**src/rtl/adder_tester_pkg.sv**
```systemverilog
// Shared types and constants for the adder tester: FSM states, timeout length,
// LFSR tap constants and the error-counter saturation value.
package adder_tester_pkg;

    typedef enum logic [2:0] {
        StIdle,
        StSend,
        StGap,
        StDrain,
        StFin
    } state_e;

    localparam int unsigned TIMEOUT_CYCLES = 64;

    // Galois (right-shift) tap masks for maximal-length sequences
    localparam logic [7:0]  LFSR_TAPS_8  = 8'hB8;
    localparam logic [15:0] LFSR_TAPS_16 = 16'hB400;
    localparam logic [31:0] LFSR_TAPS_32 = 32'h8020_0003;

    localparam logic [15:0] ERR_SAT = 16'hFFFF;

    function automatic logic [31:0] lfsr_taps(input int unsigned width);
        case (width)
            8:       return {24'h0, LFSR_TAPS_8};
            32:      return LFSR_TAPS_32;
            default: return {16'h0, LFSR_TAPS_16};
        endcase
    endfunction

endpackage

```
**src/rtl/adder_tester_if.sv**
```systemverilog
// Operand/result bus between the tester (master) and the adder under test (slave).
interface adder_tester_if #(
    parameter int unsigned DATA_W = 16
);
    logic [DATA_W-1:0] dinp_a;
    logic [DATA_W-1:0] dinp_b;
    logic              valid_a;
    logic              valid_b;
    logic [DATA_W:0]   out;
    logic              valid_out;

    modport master (
        output dinp_a, dinp_b, valid_a, valid_b,
        input  out, valid_out
    );

    modport slave (
        input  dinp_a, dinp_b, valid_a, valid_b,
        output out, valid_out
    );
endinterface

```
**src/rtl/adder_tester_exp_fifo.sv**
```systemverilog
// Expected-sum FIFO: synchronous, first-word-fall-through, with full/empty and occupancy.
module exp_fifo #(
    parameter int unsigned DEPTH = 8,
    parameter int unsigned WIDTH = 17
) (
    input  logic                       clk,
    input  logic                       rst,
    input  logic                       i_push,
    input  logic [WIDTH-1:0]           i_data,
    input  logic                       i_pop,
    input  logic                       i_flush,
    output logic [WIDTH-1:0]           o_data,
    output logic                       o_full,
    output logic                       o_empty,
    output logic [$clog2(DEPTH):0]     o_count
);
    localparam int unsigned AW = $clog2(DEPTH);

    logic [WIDTH-1:0] r_mem [DEPTH];
    logic [AW:0]      r_wr_ptr;
    logic [AW:0]      r_rd_ptr;
    logic             w_push;
    logic             w_pop;

    assign o_count = r_wr_ptr - r_rd_ptr;
    assign o_empty = (o_count == '0);
    assign o_full  = (o_count == (AW + 1)'(DEPTH));
    assign o_data  = r_mem[r_rd_ptr[AW-1:0]];
    assign w_push  = i_push && !o_full;
    assign w_pop   = i_pop && !o_empty;

    always_ff @(posedge clk) begin
        if (rst || i_flush) begin
            r_wr_ptr <= '0;
            r_rd_ptr <= '0;
        end else begin
            if (w_push) r_wr_ptr <= r_wr_ptr + 1'b1;
            if (w_pop)  r_rd_ptr <= r_rd_ptr + 1'b1;
        end
    end

    always_ff @(posedge clk) begin
        if (w_push) r_mem[r_wr_ptr[AW-1:0]] <= i_data;
    end

endmodule

```
**src/rtl/adder_tester.sv**
```systemverilog
// Drives operand pairs into an adder and checks returned sums against a FIFO of expected values.
// Define ADDER_TESTER_LFSR_EN for LFSR operands; otherwise operands are up/down counters.
module adder_tester
    import adder_tester_pkg::*;
#(
    parameter int unsigned DATA_W     = 16,
    parameter int unsigned FIFO_DEPTH = 8
) (
    input  logic                 clk,
    input  logic                 rst,
    input  logic                 start,
    input  logic [15:0]          count,
    input  logic [3:0]           gap,
    adder_tester_if.master       bus,
    output logic                 busy,
    output logic                 done,
    output logic                 pass,
    output logic [15:0]          err_cnt
);
    localparam int unsigned CW = $clog2(FIFO_DEPTH) + 1;
    localparam int unsigned TW = $clog2(TIMEOUT_CYCLES);
    localparam logic [TW-1:0] TMO_LAST = TW'(TIMEOUT_CYCLES - 1);

`ifdef ADDER_TESTER_LFSR_EN
    localparam logic [31:0]       TAPS_ALL = lfsr_taps(DATA_W);
    localparam logic [DATA_W-1:0] TAPS     = TAPS_ALL[DATA_W-1:0];
    localparam logic [DATA_W-1:0] SEED_A   = DATA_W'(1);
    localparam logic [DATA_W-1:0] SEED_B   = DATA_W'(2);
`else
    localparam logic [DATA_W-1:0] SEED_A   = '0;
    localparam logic [DATA_W-1:0] SEED_B   = '1;
`endif

    state_e            r_state;
    logic [15:0]       r_remain;
    logic [3:0]        r_gap_cfg;
    logic [3:0]        r_gap_cnt;
    logic [TW-1:0]     r_tmo;
    logic [DATA_W-1:0] r_gen_a;
    logic [DATA_W-1:0] r_gen_b;
    logic [DATA_W-1:0] r_dinp_a;
    logic [DATA_W-1:0] r_dinp_b;
    logic              r_valid;
    logic              r_busy;
    logic              r_done;
    logic              r_pass;
    logic [15:0]       r_err;

    logic              w_start_ok;
    logic              w_issue;
    logic              w_pop;
    logic              w_result_err;
    logic              w_tmo_expire;
    logic              w_drain_done;
    logic              w_flush;
    logic              w_fifo_full;
    logic              w_fifo_empty;
    logic [DATA_W:0]   w_fifo_data;
    logic [CW-1:0]     w_fifo_cnt;
    logic [DATA_W:0]   w_exp_sum;
    logic [DATA_W-1:0] w_gen_a_nxt;
    logic [DATA_W-1:0] w_gen_b_nxt;
    logic [15:0]       w_err_add;
    logic [16:0]       w_err_sum;
    logic [15:0]       w_err_nxt;

    always_comb begin
        w_start_ok   = start && (r_state == StIdle);
        w_issue      = (r_state == StSend) && !w_fifo_full;
        w_pop        = bus.valid_out && !w_fifo_empty;
        w_result_err = bus.valid_out && (w_fifo_empty || (w_fifo_data != bus.out));
        w_drain_done = (r_state == StDrain)
                       && (w_fifo_empty || (w_pop && (w_fifo_cnt == CW'(1))));
        w_tmo_expire = (r_state == StDrain) && !bus.valid_out && (r_tmo == TMO_LAST);
        w_flush      = w_tmo_expire && !w_drain_done;
        w_exp_sum    = {1'b0, r_gen_a} + {1'b0, r_gen_b};
        // On timeout every entry still queued is a missing result
        w_err_add    = w_flush ? 16'(w_fifo_cnt) : 16'(w_result_err);
        w_err_sum    = {1'b0, (w_start_ok ? 16'h0 : r_err)} + {1'b0, w_err_add};
        w_err_nxt    = w_err_sum[16] ? ERR_SAT : w_err_sum[15:0];
`ifdef ADDER_TESTER_LFSR_EN
        w_gen_a_nxt  = (r_gen_a >> 1) ^ (r_gen_a[0] ? TAPS : '0);
        w_gen_b_nxt  = (r_gen_b >> 1) ^ (r_gen_b[0] ? TAPS : '0);
`else
        w_gen_a_nxt  = r_gen_a + 1'b1;
        w_gen_b_nxt  = r_gen_b - 1'b1;
`endif
    end

    always_ff @(posedge clk) begin
        if (rst) begin
            r_state   <= StIdle;
            r_remain  <= '0;
            r_gap_cfg <= '0;
            r_gap_cnt <= '0;
            r_tmo     <= '0;
            r_gen_a   <= SEED_A;
            r_gen_b   <= SEED_B;
            r_dinp_a  <= '0;
            r_dinp_b  <= '0;
            r_valid   <= 1'b0;
            r_busy    <= 1'b0;
            r_done    <= 1'b0;
            r_pass    <= 1'b0;
            r_err     <= '0;
        end else begin
            r_valid <= w_issue;
            r_done  <= 1'b0;
            r_err   <= w_err_nxt;
            if (w_issue) begin
                r_dinp_a <= r_gen_a;
                r_dinp_b <= r_gen_b;
                r_gen_a  <= w_gen_a_nxt;
                r_gen_b  <= w_gen_b_nxt;
            end
            case (r_state)
                StIdle: begin
                    if (w_start_ok) begin
                        r_gen_a   <= SEED_A;
                        r_gen_b   <= SEED_B;
                        r_gap_cfg <= gap;
                        r_remain  <= count;
                        r_pass    <= 1'b0;
                        if (count == '0) begin
                            r_state <= StFin;
                            r_done  <= 1'b1;
                            r_pass  <= (w_err_nxt == '0);
                        end else begin
                            r_state <= StSend;
                            r_busy  <= 1'b1;
                        end
                    end
                end
                StSend: begin
                    if (w_issue) begin
                        r_remain <= r_remain - 1'b1;
                        if (r_remain == 16'd1) begin
                            r_state <= StDrain;
                            r_tmo   <= '0;
                        end else if (r_gap_cfg != '0) begin
                            r_state   <= StGap;
                            r_gap_cnt <= r_gap_cfg;
                        end
                    end
                end
                StGap: begin
                    if (r_gap_cnt == 4'd1) r_state <= StSend;
                    else                   r_gap_cnt <= r_gap_cnt - 1'b1;
                end
                StDrain: begin
                    if (w_drain_done || w_tmo_expire) begin
                        r_state <= StFin;
                        r_busy  <= 1'b0;
                        r_done  <= 1'b1;
                        r_pass  <= (w_err_nxt == '0);
                    end else if (bus.valid_out) begin
                        r_tmo <= '0;
                    end else begin
                        r_tmo <= r_tmo + 1'b1;
                    end
                end
                StFin:   r_state <= StIdle;
                default: r_state <= StIdle;
            endcase
        end
    end

    exp_fifo #(
        .DEPTH (FIFO_DEPTH),
        .WIDTH (DATA_W + 1)
    ) u_exp_fifo (
        .clk     (clk),
        .rst     (rst),
        .i_push  (w_issue),
        .i_data  (w_exp_sum),
        .i_pop   (w_pop),
        .i_flush (w_flush),
        .o_data  (w_fifo_data),
        .o_full  (w_fifo_full),
        .o_empty (w_fifo_empty),
        .o_count (w_fifo_cnt)
    );

    assign bus.dinp_a  = r_dinp_a;
    assign bus.dinp_b  = r_dinp_b;
    assign bus.valid_a = r_valid;
    assign bus.valid_b = r_valid;
    assign busy        = r_busy;
    assign done        = r_done;
    assign pass        = r_pass;
    assign err_cnt     = r_err;

endmodule

```
**src/flat_wrapper.sv**
```systemverilog
// flat-port wrapper written by rule: the top's interface ports become plain ports
module adder_tester_flat import adder_tester_pkg::*;
#(
    parameter int unsigned DATA_W     = 16,
    parameter int unsigned FIFO_DEPTH = 8
)
  (clk, rst, start, count, gap, busy, done, pass, err_cnt, bus_dinp_a, bus_dinp_b, bus_valid_a, bus_valid_b, bus_out, bus_valid_out);
  adder_tester_if #(.DATA_W(DATA_W)) bus_i ();
  input  logic clk;
  input  logic rst;
  input  logic start;
  input  logic [15:0] count;
  input  logic [3:0] gap;
  output logic busy;
  output logic done;
  output logic pass;
  output logic [15:0] err_cnt;
  output wire logic [$bits(bus_i.dinp_a)-1:0] bus_dinp_a;
  output wire logic [$bits(bus_i.dinp_b)-1:0] bus_dinp_b;
  output wire logic [$bits(bus_i.valid_a)-1:0] bus_valid_a;
  output wire logic [$bits(bus_i.valid_b)-1:0] bus_valid_b;
  input wire logic [$bits(bus_i.out)-1:0] bus_out;
  input wire logic [$bits(bus_i.valid_out)-1:0] bus_valid_out;
  assign bus_dinp_a = bus_i.dinp_a;
  assign bus_dinp_b = bus_i.dinp_b;
  assign bus_valid_a = bus_i.valid_a;
  assign bus_valid_b = bus_i.valid_b;
  assign bus_i.out = bus_out;
  assign bus_i.valid_out = bus_valid_out;
  adder_tester #(.DATA_W(DATA_W), .FIFO_DEPTH(FIFO_DEPTH)) u_core (.clk(clk), .rst(rst), .start(start), .count(count), .gap(gap), .bus(bus_i), .busy(busy), .done(done), .pass(pass), .err_cnt(err_cnt));
endmodule
```
**config.mk**
```make
export PLATFORM = sky130hd
export DESIGN_NAME = adder_tester_flat
export DESIGN_NICKNAME = d
export VERILOG_FILES = /design/src/rtl/adder_tester_pkg.sv /design/src/rtl/adder_tester_if.sv /design/src/rtl/adder_tester_exp_fifo.sv /design/src/rtl/adder_tester.sv /design/src/flat_wrapper.sv
export SDC_FILE = /design/constraint.sdc
export NUM_CORES = 1
export LEC_CHECK = 0
export ABC_CLOCK_PERIOD_IN_PS = 13300
export CELL_PAD_IN_SITES_DETAIL_PLACEMENT = 1
export CELL_PAD_IN_SITES_GLOBAL_PLACEMENT = 1
export CORE_AREA = 2 2 174 176
export DETAILED_ROUTE_END_ITERATION = 16
export DIE_AREA = 0 0 176 178
export PLACE_DENSITY_LB_ADDON = 0.1
export SLEW_MARGIN = 0
export SYNTH_ARGS = -nofsm -noshare
export SYNTH_HDL_FRONTEND = slang
export SYNTH_HIERARCHICAL = 1
export SYNTH_SLANG_ARGS = --single-unit
```
**constraint.sdc**
```tcl
create_clock -name clk -period 13.3 [get_ports clk]
set_input_delay 1.33 -clock clk [delete_from_list [all_inputs] [get_ports clk]]
set_output_delay 1.33 -clock clk [all_outputs]
set_load 0.02 [all_outputs]
```
-- Word-level counts from Yosys, hierarchy flattened
Memories as Yosys holds them, arrays and structs flattened. A register that Yosys moved wholly into a read port is not among the register bits.
Index checks and enable logic that the tools add are counted.
- register bits after elaboration: 125
- memories: 1
- RAM bits: 136
- ROM bits: 0
- output and inout port bits: 53
- latch bits: 0
- word-level logic and storage cells: 128
- memories (name ; words ; bits a word ; read ports ; clocked after Yosys merged registers in ; write ports ; RTL line ; source):
    u_core.u_exp_fifo.r_mem ; 8 ; 17 ; 1 ; 1 ; 1 ; adder_tester_exp_fifo.sv:19 ; logic [WIDTH-1:0] r_mem [DEPTH];
- order comparisons: 0
- shift operators: 0
- multipliers: 0
- add/sub/neg operators: 10
- reduce and logical (&&, ||, !) cells: 35
- divide/modulo/power cells: 0
- muxes and demuxes: 46
- bitwise logic cells: 0
- equal/unequal tests: 20
- operators with widths (cell ; count):
    $mux 16 ; 10
    $add 16x16->17 ; 2
    $logic_not 16->1 ; 2
    $pmux 16 s2 ; 1
    $sub 16x1->16 const B ; 2
    $mux 3 ; 9
    $mux 6 ; 4
    $mux 4 ; 5
    $ne 17x17->1 ; 1
    $add 16x1->16 const B ; 1
    $eq 16x1->1 const B ; 1
    $ne 2x2->1 const B ; 8
    $pmux 3 s4 ; 1
    $pmux 6 s2 ; 1
    $logic_and 1x1->1 ; 11
    $mux 1 ; 11
    $reduce_and 5->1 ; 2
    $add 4x1->4 const B ; 2
    $eq 4x1->1 const B ; 2
    $pmux 4 s2 ; 1
    $reduce_and 4->1 ; 2
    $reduce_bool 2->1 ; 4
    $add 6x1->6 const B ; 1
    $eq 3x2->1 const B ; 2
    15 further kinds ; 25

-- Longest topological paths before layout
Gate-level depths: netlist of run 1.
- word-level depth: 16
- gate-level depth with buffers: 19
- depth with buffers taken out: 19

-- Hierarchy
Netlist of run 1, hierarchy kept.
- modules (own cells, without submodules) (module ; area each (sq um) ; times used ; seq. area each (sq um) ; cells each):
    adder_tester ; 6402.4 ; 1 ; 2342.2 ; 809
    exp_fifo ; 5771.8 ; 1 ; 4304.1 ; 281

-- Worst setup path after synthesis of run 1
Ideal clock, no wire load.
- kind: reg2reg
- start: register u_core.u_exp_fifo.r_wr_ptr[0]
- end: memory u_core.u_exp_fifo.r_mem[0][0] (enable)
- library setup time: 0.435 ns
- period minus slack after synthesis: 4.808 ns
- buffers on the path: 1
- stages on the path, launching flop included: 14
- slack: 8.492 ns
- data arrival time: 4.373 ns
- path through: dfxtp_1 -> inv_1 -> ha_1 -> inv_1 -> fa_1 -> xor2_1 -> nor3_1 -> o21ai_2 -> inv_2 -> or4b_4 -> inv_2 -> clkbuf_1 -> nand2_1 -> nor4_1
- word-level cells in the longest chain between the ends: 7
- RTL lines (element ; RTL line ; source):
    start, declared ; adder_tester_exp_fifo.sv:20 ; logic [AW:0] r_wr_ptr;
    start signal, assigned ; adder_tester_exp_fifo.sv:37 ; if (w_push) r_wr_ptr <= r_wr_ptr + 1'b1;
    $sub 4x4->4 ; adder_tester_exp_fifo.sv:25 ; assign o_count = r_wr_ptr - r_rd_ptr;
    via u_core.w_fifo_cnt[2] ; adder_tester.sv:59 ; logic [CW-1:0] w_fifo_cnt;
    $eq 4x4->1 ; adder_tester_exp_fifo.sv:27 ; assign o_full = (o_count == (AW + 1)'(DEPTH));
    via u_core.w_fifo_full ; adder_tester.sv:56 ; logic w_fifo_full;
    $logic_not 1->1 ; adder_tester.sv:69 ; w_issue = (r_state == StSend) && !w_fifo_full;
    $logic_and 1x1->1 ; adder_tester.sv:69 ;
    via u_core.w_issue ; adder_tester.sv:50 ; logic w_issue;
    $logic_and 1x1->1 ; adder_tester_exp_fifo.sv:29 ; assign w_push = i_push && !o_full;
    $mux 1 ; adder_tester_exp_fifo.sv:43 ; if (w_push) r_mem[r_wr_ptr[AW-1:0]] <= i_data;
    $mux 1 (implied by the code) ; adder_tester_exp_fifo.sv:43 ;
    end, declared ; adder_tester_exp_fifo.sv:19 ;
The timed path passes the listed nets, and every way through them passes these cells.

==> reports/metrics.csv, run 1 <==
metric;value;unit
final hold vios;0;
register area share after synthesis;54.59;%
die height;178;um
Synth top area share;33.55;%
Final #Nets;1258;
root buf cell;clkbuf_16;
initial antenna violation count;0;
Synth Cell Area;12170;sq um
Core ar.;29400;sq um
port bufs;93;
outcome;complete, no violations;
Routed wire per std cell;19.27;um
P per Cell Area;178.8;nW/um^2
largest net degree at the start of global routing;64;
ys async rst share;0;%
clock sink count;264;
clock skew;0.01327;ns
clock power share;32.3;%
CTS Buffer Depth;3;
most frequent cell after synthesis;nand2_1;
setup_tns;0;ns
IO Pins;94;
startpoint types;register;
vias in the first global route;9034;
post_cts resized;0;
WL final;30720;um
fmax;159.4;MHz
Synth Net Count;1166;
Max FO, Critical Path;34;
FP Rows;63;
n_diodes;0;
Worst Path Arrival;6.73;ns
Hold Slack;0.4552;ns
starting density of the core;41.41;%
TritonCTS buffer count;29;
Comb power frac;26.6;%
Switching Fraction;32.10;%
Detailed Route Iter0 Violations;478;
fin crit share;47.16;%
Synth top cells by count;156 x nand2_1, 136 x edfxtp_1, 128 x dfxtp_1, 100 x a21oi_1, 69 x nor2_1;
min Tclk post-route;6.272;ns
Top FF cell, synth;edfxtp_1;
CP Capture Type;register;
Post-DRT Antenna Nets;0;
Cells after Synth;1090;
Die W;176;um
EDFF count, synth;136;
Ys Warns;6;
Pre-antenna DRT Iters;4;
area added between synthesis and finish;19.39;%
Area contributors post-synth;edfxtp_1 34%, dfxtp_1 21%, mux4_2 6.3%;
synthesized flop and latch total;264;
P_sw;0.8344;mW
RSZ-0062 raised after global routing;no;
Leakage;4.881;nW
area leader, netlist;edfxtp_1;
residual DRC count;0;
post-CTS setup buffers;0;
via/cell ratio;5.447;
Rel. slew slack;28.12;%
via count;8683;
global-route wire length before repair;49530;um
post-layout util;49.44;%
placer congestion estimate;0.7822;
worst setup path category;reg -> reg;
Pint;1.765;mW
Final HPWL DP;20340;um
hold buffers post-CTS;0;
total of max-cap violations;0;
Setup Viol. Count Final;0;
total grt overflow;0;
gr usage total;19.84;%
share of post-route cells with drive strength above 1;11.88;%
Die Area;31330;sq um
H-tree Lvls;1;
post-synth cell types;76;
hold path start;u_core/bus.dinp_a[11];
Hold/Removal Path Class;reg -> reg;
clk_lat worst skew;0.56;ns
fin. max-slew vios;0;
Peak VDD IR;0.09625;mV
Syn Area/Cell;11.17;sq um
WP data required;13.76;ns
sequential share of power;41.1;%
measured slew at the worst slew-check pin;1.067;ns
Worst-path clk slew;0.06;ns
CTS tree;done;
==> layout by cell type (no fill, tap or decap), types with 14 or more instances in the layout <==
| cell type | netlist | final |
|---|---|---|
| clkbuf_16 | 0 | 30 |
| mux2_2 | 17 | 17 |
| dfxtp_1 | 128 | 127 |
| nand2_1 | 156 | 156 |
| mux4_2 | 34 | 34 |
| nand4_1 | 16 | 16 |
| o21ai_0 | 45 | 45 |
| buf_4 | 1 | 14 |
| ha_1 | 32 | 32 |
| nor3_1 | 19 | 15 |
| xor2_1 | 36 | 36 |
| xnor2_1 | 31 | 31 |
| clkdlybuf4s50_1 | 0 | 92 |
| edfxtp_1 | 136 | 136 |
| a21oi_1 | 100 | 100 |
| inv_1 | 27 | 27 |
| nand3_1 | 24 | 24 |
| nor2_1 | 69 | 69 |
==> final timing paths <==
path	slack, ns	cells after the start	end
min	0.46	2	u_core/bus.dinp_a[11]
max	7.03	17	u_core/pass
max reg2reg	7.03	17	u_core/pass
min reg2reg	0.46	2	u_core/bus.dinp_a[11]
==> flip-flops by register name, indices dropped and copies added, names as in the netlist, named ones only <==
signal	cells
u_core/bus.dinp_a	16
u_core/bus.dinp_b	16
u_core/bus.valid_a	1
u_core/busy	1
u_core/done	1
u_core/err_cnt	16
u_core/pass	1
u_core/r_gap_cfg	4
u_core/r_gap_cnt	4
u_core/r_gen_a	16
u_core/r_gen_b	16
u_core/r_remain	16
u_core/r_state	3
u_core/r_tmo	6
u_core/u_exp_fifo/r_mem	136
u_core/u_exp_fifo/r_rd_ptr	4
u_core/u_exp_fifo/r_wr_ptr	4
==> routing by layer <==
layer	global-route usage, %	part of all wire, %
met5	0	0
met4	4.545	1.7
met3	2.408	4.0
met2	32.14	45
met1	28.64	49
==> cell families (layout without fill, tap and decap cells) <==
family | after synthesis | in the layout | share of synthesized area [%]
buf+inv | 75 | 189 | 2.405
xor+xnor | 67 | 67 | 4.820
fa+ha+maj | 35 | 35 | 3.782
flops | 264 | 264 | 54.59
compound gates | 215 | 215 | 10.86
simple gates | 379 | 379 | 15.34
mux | 55 | 55 | 8.191
==> per-stage QoR <==
| stage | worst slack, ns | instance area, sq um | cells | power (mW) |
|---|---|---|---|---|
| floorplan | 8.492 | 12170 | 1090 | 1.542 |
| global placement | 7.100 | 13540 | 1541 | 1.756 |
| detailed placement | 6.980 | 13540 | 1541 | 1.778 |
| CTS | 6.952 | 14540 | 1594 | 2.629 |
| global route | 6.653 | 14540 | 1594 | 2.741 |
| finish | 7.028 | 14540 | 1594 | 2.599 |
==> power by group through the flow <==
stage / Clock (mW) / Sequential, mW / Combinational (mW)
after CTS: 0.861 / 1.07 / 0.699
after global routing: 0.891 / 1.08 / 0.770
after global placement: 0 / 1.08 / 0.674
final: 0.839 / 1.07 / 0.692
after detailed placement: 0 / 1.09 / 0.693
after floorplan: 0 / 1.09 / 0.447
==> layout make-up <==
class	instances	area, sq um
flip-flops and latches	264	6648
repair buffers	107	1031
multi-input cells	751	5261
fillers	3129	14870
well taps	390	488.0
clock inverters	18	229.0
inverters	29	108.9
clock buffers	35	769.5
==> critical path, cell delays in order (launching register included) <==
cell and delay (ns):
dfxtp_2 0.31, buf_4 0.54, mux4_2 0.59, mux2_2 0.30
xor2_1 0.14, nor4_1 0.45, nand3_1 0.24, o41ai_1 0.49
nand2_1 0.14, ha_1 0.27, fa_1 0.42, a21o_1 0.19
a21oi_1 0.40, nor3_1 0.13, nand4_1 0.50, nand4_1 0.15
or4b_2 0.66, o31ai_1 0.24
No activity file was read; power rests on OpenSTA's default activity.
==> inputs of run 2 (changes only) <==
ABC_CLOCK_PERIOD_IN_PS = 5200   (was 13300)
clock period = 5.2 ns   (was 13.3 ns; I/O delays follow)
==> run 2 against run 1 <==
Clock skew increased by 0.0049 ns. Combinational power rose to 2.6 times the previous value. Sequential share of layout area down 0.31 points. Critical endpoint unchanged. Largest cell class unchanged.
==> reports/metrics.csv, run 2 (synthesis results as in run 1) <==
metric;value;unit
CTS Buffer Depth;3;
fin. max-slew vios;0;
CP max stage cell;or4b_2;
Worst Path Arrival;5.33;ns
Final #Nets;1268;
root buf cell;clkbuf_16;
via/cell ratio;5.373;
Pint;4.418;mW
min Tclk post-route;4.859;ns
die height;178;um
reg2reg end;u_core/pass;
Die Area;31330;sq um
gr usage total;20.19;%
Switching Fraction;32.94;%
routed wl met3;1088;um
total of max-cap violations;0;
total power;6.587;mW
top layer in use;met4;
Worst-path clk slew;0.06;ns
starting density of the core;41.41;%
Metal-1 WL;15450;um
Max FO, Critical Path;12;
clock sink count;264;
CP Cell Sequence;buf_12 > mux4_2 > mux2_2 > xor2_1 > nor4_2 > nand3_1 > o41ai_2 > nand2_1 > ha_1 > fa_1 > a21o_1 > a21oi_1 > buf_4 > xnor2_1 > nand2_1 > or4b_2 > o31ai_1;
final hold vios;0;
commonest cells after routing, fill and taps aside;156 x nand2_1, 136 x edfxtp_1, 127 x dfxtp_1, 100 x a21oi_1, 92 x clkdlybuf4s50_1;
Detailed Route Iter0 Violations;513;
WL final;30930;um
FP Rows;63;
post-route insts no fill;1605;
Routed wire per std cell;19.27;um
Leakage;4.922;nW
Post-DRT Antenna Nets;0;
Final HPWL DP;20610;um
outcome;complete, no violations;
Die W;176;um
sequential share of power;41.6;%
clock skew;0.01821;ns
cells on worst reg2reg path;17;
total grt overflow;0;
register-to-register path setup slack;0.34;ns
post-layout util;49.78;%
fmax;205.8;MHz
area added between synthesis and finish;20.22;%
Hold Path End;u_core/r_remain[2];
n_diodes;0;
vias in the first global route;9067;
Core ar.;29400;sq um
CP Capture Type;register;
metal2 WL;13920;um
Hold/Removal Path Class;in -> reg;
global-route wire length before repair;50090;um
clock power share;31.2;%
Setup Viol. Count Final;0;
measured slew at the worst slew-check pin;1.059;ns
port bufs;93;
setup_tns;0;ns
residual DRC count;0;
hold buffers post-CTS;0;
TritonCTS buffer count;29;
initial antenna violation count;0;
H-tree Lvls;1;
CTS tree;done;
setup slack after layout;0.3410;ns
Largest register FFs;136;
Peak VDD IR;0.2474;mV
Pre-antenna DRT Iters;4;
placed cell count;1549;
WP data required;5.67;ns
Rel. slew slack;28.65;%
Comb power frac;27.2;%
IO Pins;94;
hold path start;rst;
placer congestion estimate;0.7780;
commonest non-fill, non-tap cell in the layout;nand2_1;
worst stage delay on the critical path;0.67;ns
largest net degree at the start of global routing;58;
cell mode on critical path;nand2_1;
P per Cell Area;450.1;nW/um^2
P_sw;2.170;mW
# fillers;3118;
share of post-route cells with drive strength above 1;13.66;%
worst setup path category;reg -> reg;
worst hold path cell count;2;
via count;8624;
pre-CTS setup slack;-0.02529;ns
clk_lat worst skew;0.57;ns
fin crit share;93.44;%
startpoint types;register;
[run 2: power groups by stage]
stage	clock [mW]	combinational, mW	sequential, mW
after floorplan	0	1.14	2.80
after global placement	0	1.74	2.77
after detailed placement	0	1.78	2.78
after CTS	2.11	1.79	2.74
after global routing	2.19	2.00	2.77
final	2.06	1.79	2.74
[run 2: area by class of cell]
cell class / count / area, sq um / area share [%]
clock buffer: 32 / 747.0 / 5.104
clock inverter: 22 / 210.2 / 1.436
inverter: 29 / 108.9 / 0.7438
multi-input combinational: 751 / 5290 / 36.15
sequential: 264 / 6648 / 45.42
tap: 390 / 488.0 / 3.334
timing repair buffer: 117 / 1144 / 7.814
[run 2: what timing repair did]
action | in CTS | in global routing
setup endpoints to repair | 1 | 1
resized for setup | 1 | 4
pin swaps | 0 | 1
buffers inserted | 0 | 2
[run 2: metal layers]
layer | vias to the layer above | GRT usage, %
li1 | 4191 | -
met1 | 4251 | 29.45
met2 | 146 | 32.25
met3 | 36 | 2.771
met4 | 0 | 4.201
met5 | - | 0
[run 2: metrics by stage]
step	instance area, sq um	hold WS, ns
after floorplan	12170	0.4440
after global placement	13620	0.4444
after detailed placement	13620	0.4489
after CTS	14590	0.4270
after global routing	14640	0.4525
final	14640	0.4396
[run 2: worst max-delay path by stage]
stage,startpoint,to,cells after the start
floorplan,u_core/u_exp_fifo/r_wr_ptr[0],u_core/u_exp_fifo/r_mem[0][0],13
global placement,register,u_core/pass,17
detailed placement,register,u_core/pass,17
CTS,register,u_core/pass,17
global route,register,u_core/pass,17
finish,register,u_core/pass,17
[run 2: critical path: cells and delay by family (launching register included)]
family,cells,cell delay (ns)
multiplexers,2,0.83
flip-flops,1,0.38
buffers and inverters,2,0.33
adder cells (fa/ha/maj),2,0.67
XOR/XNOR,2,0.29
AND/OR/NAND/NOR,5,1.37
AO/OA/AOI/OAI,4,0.89
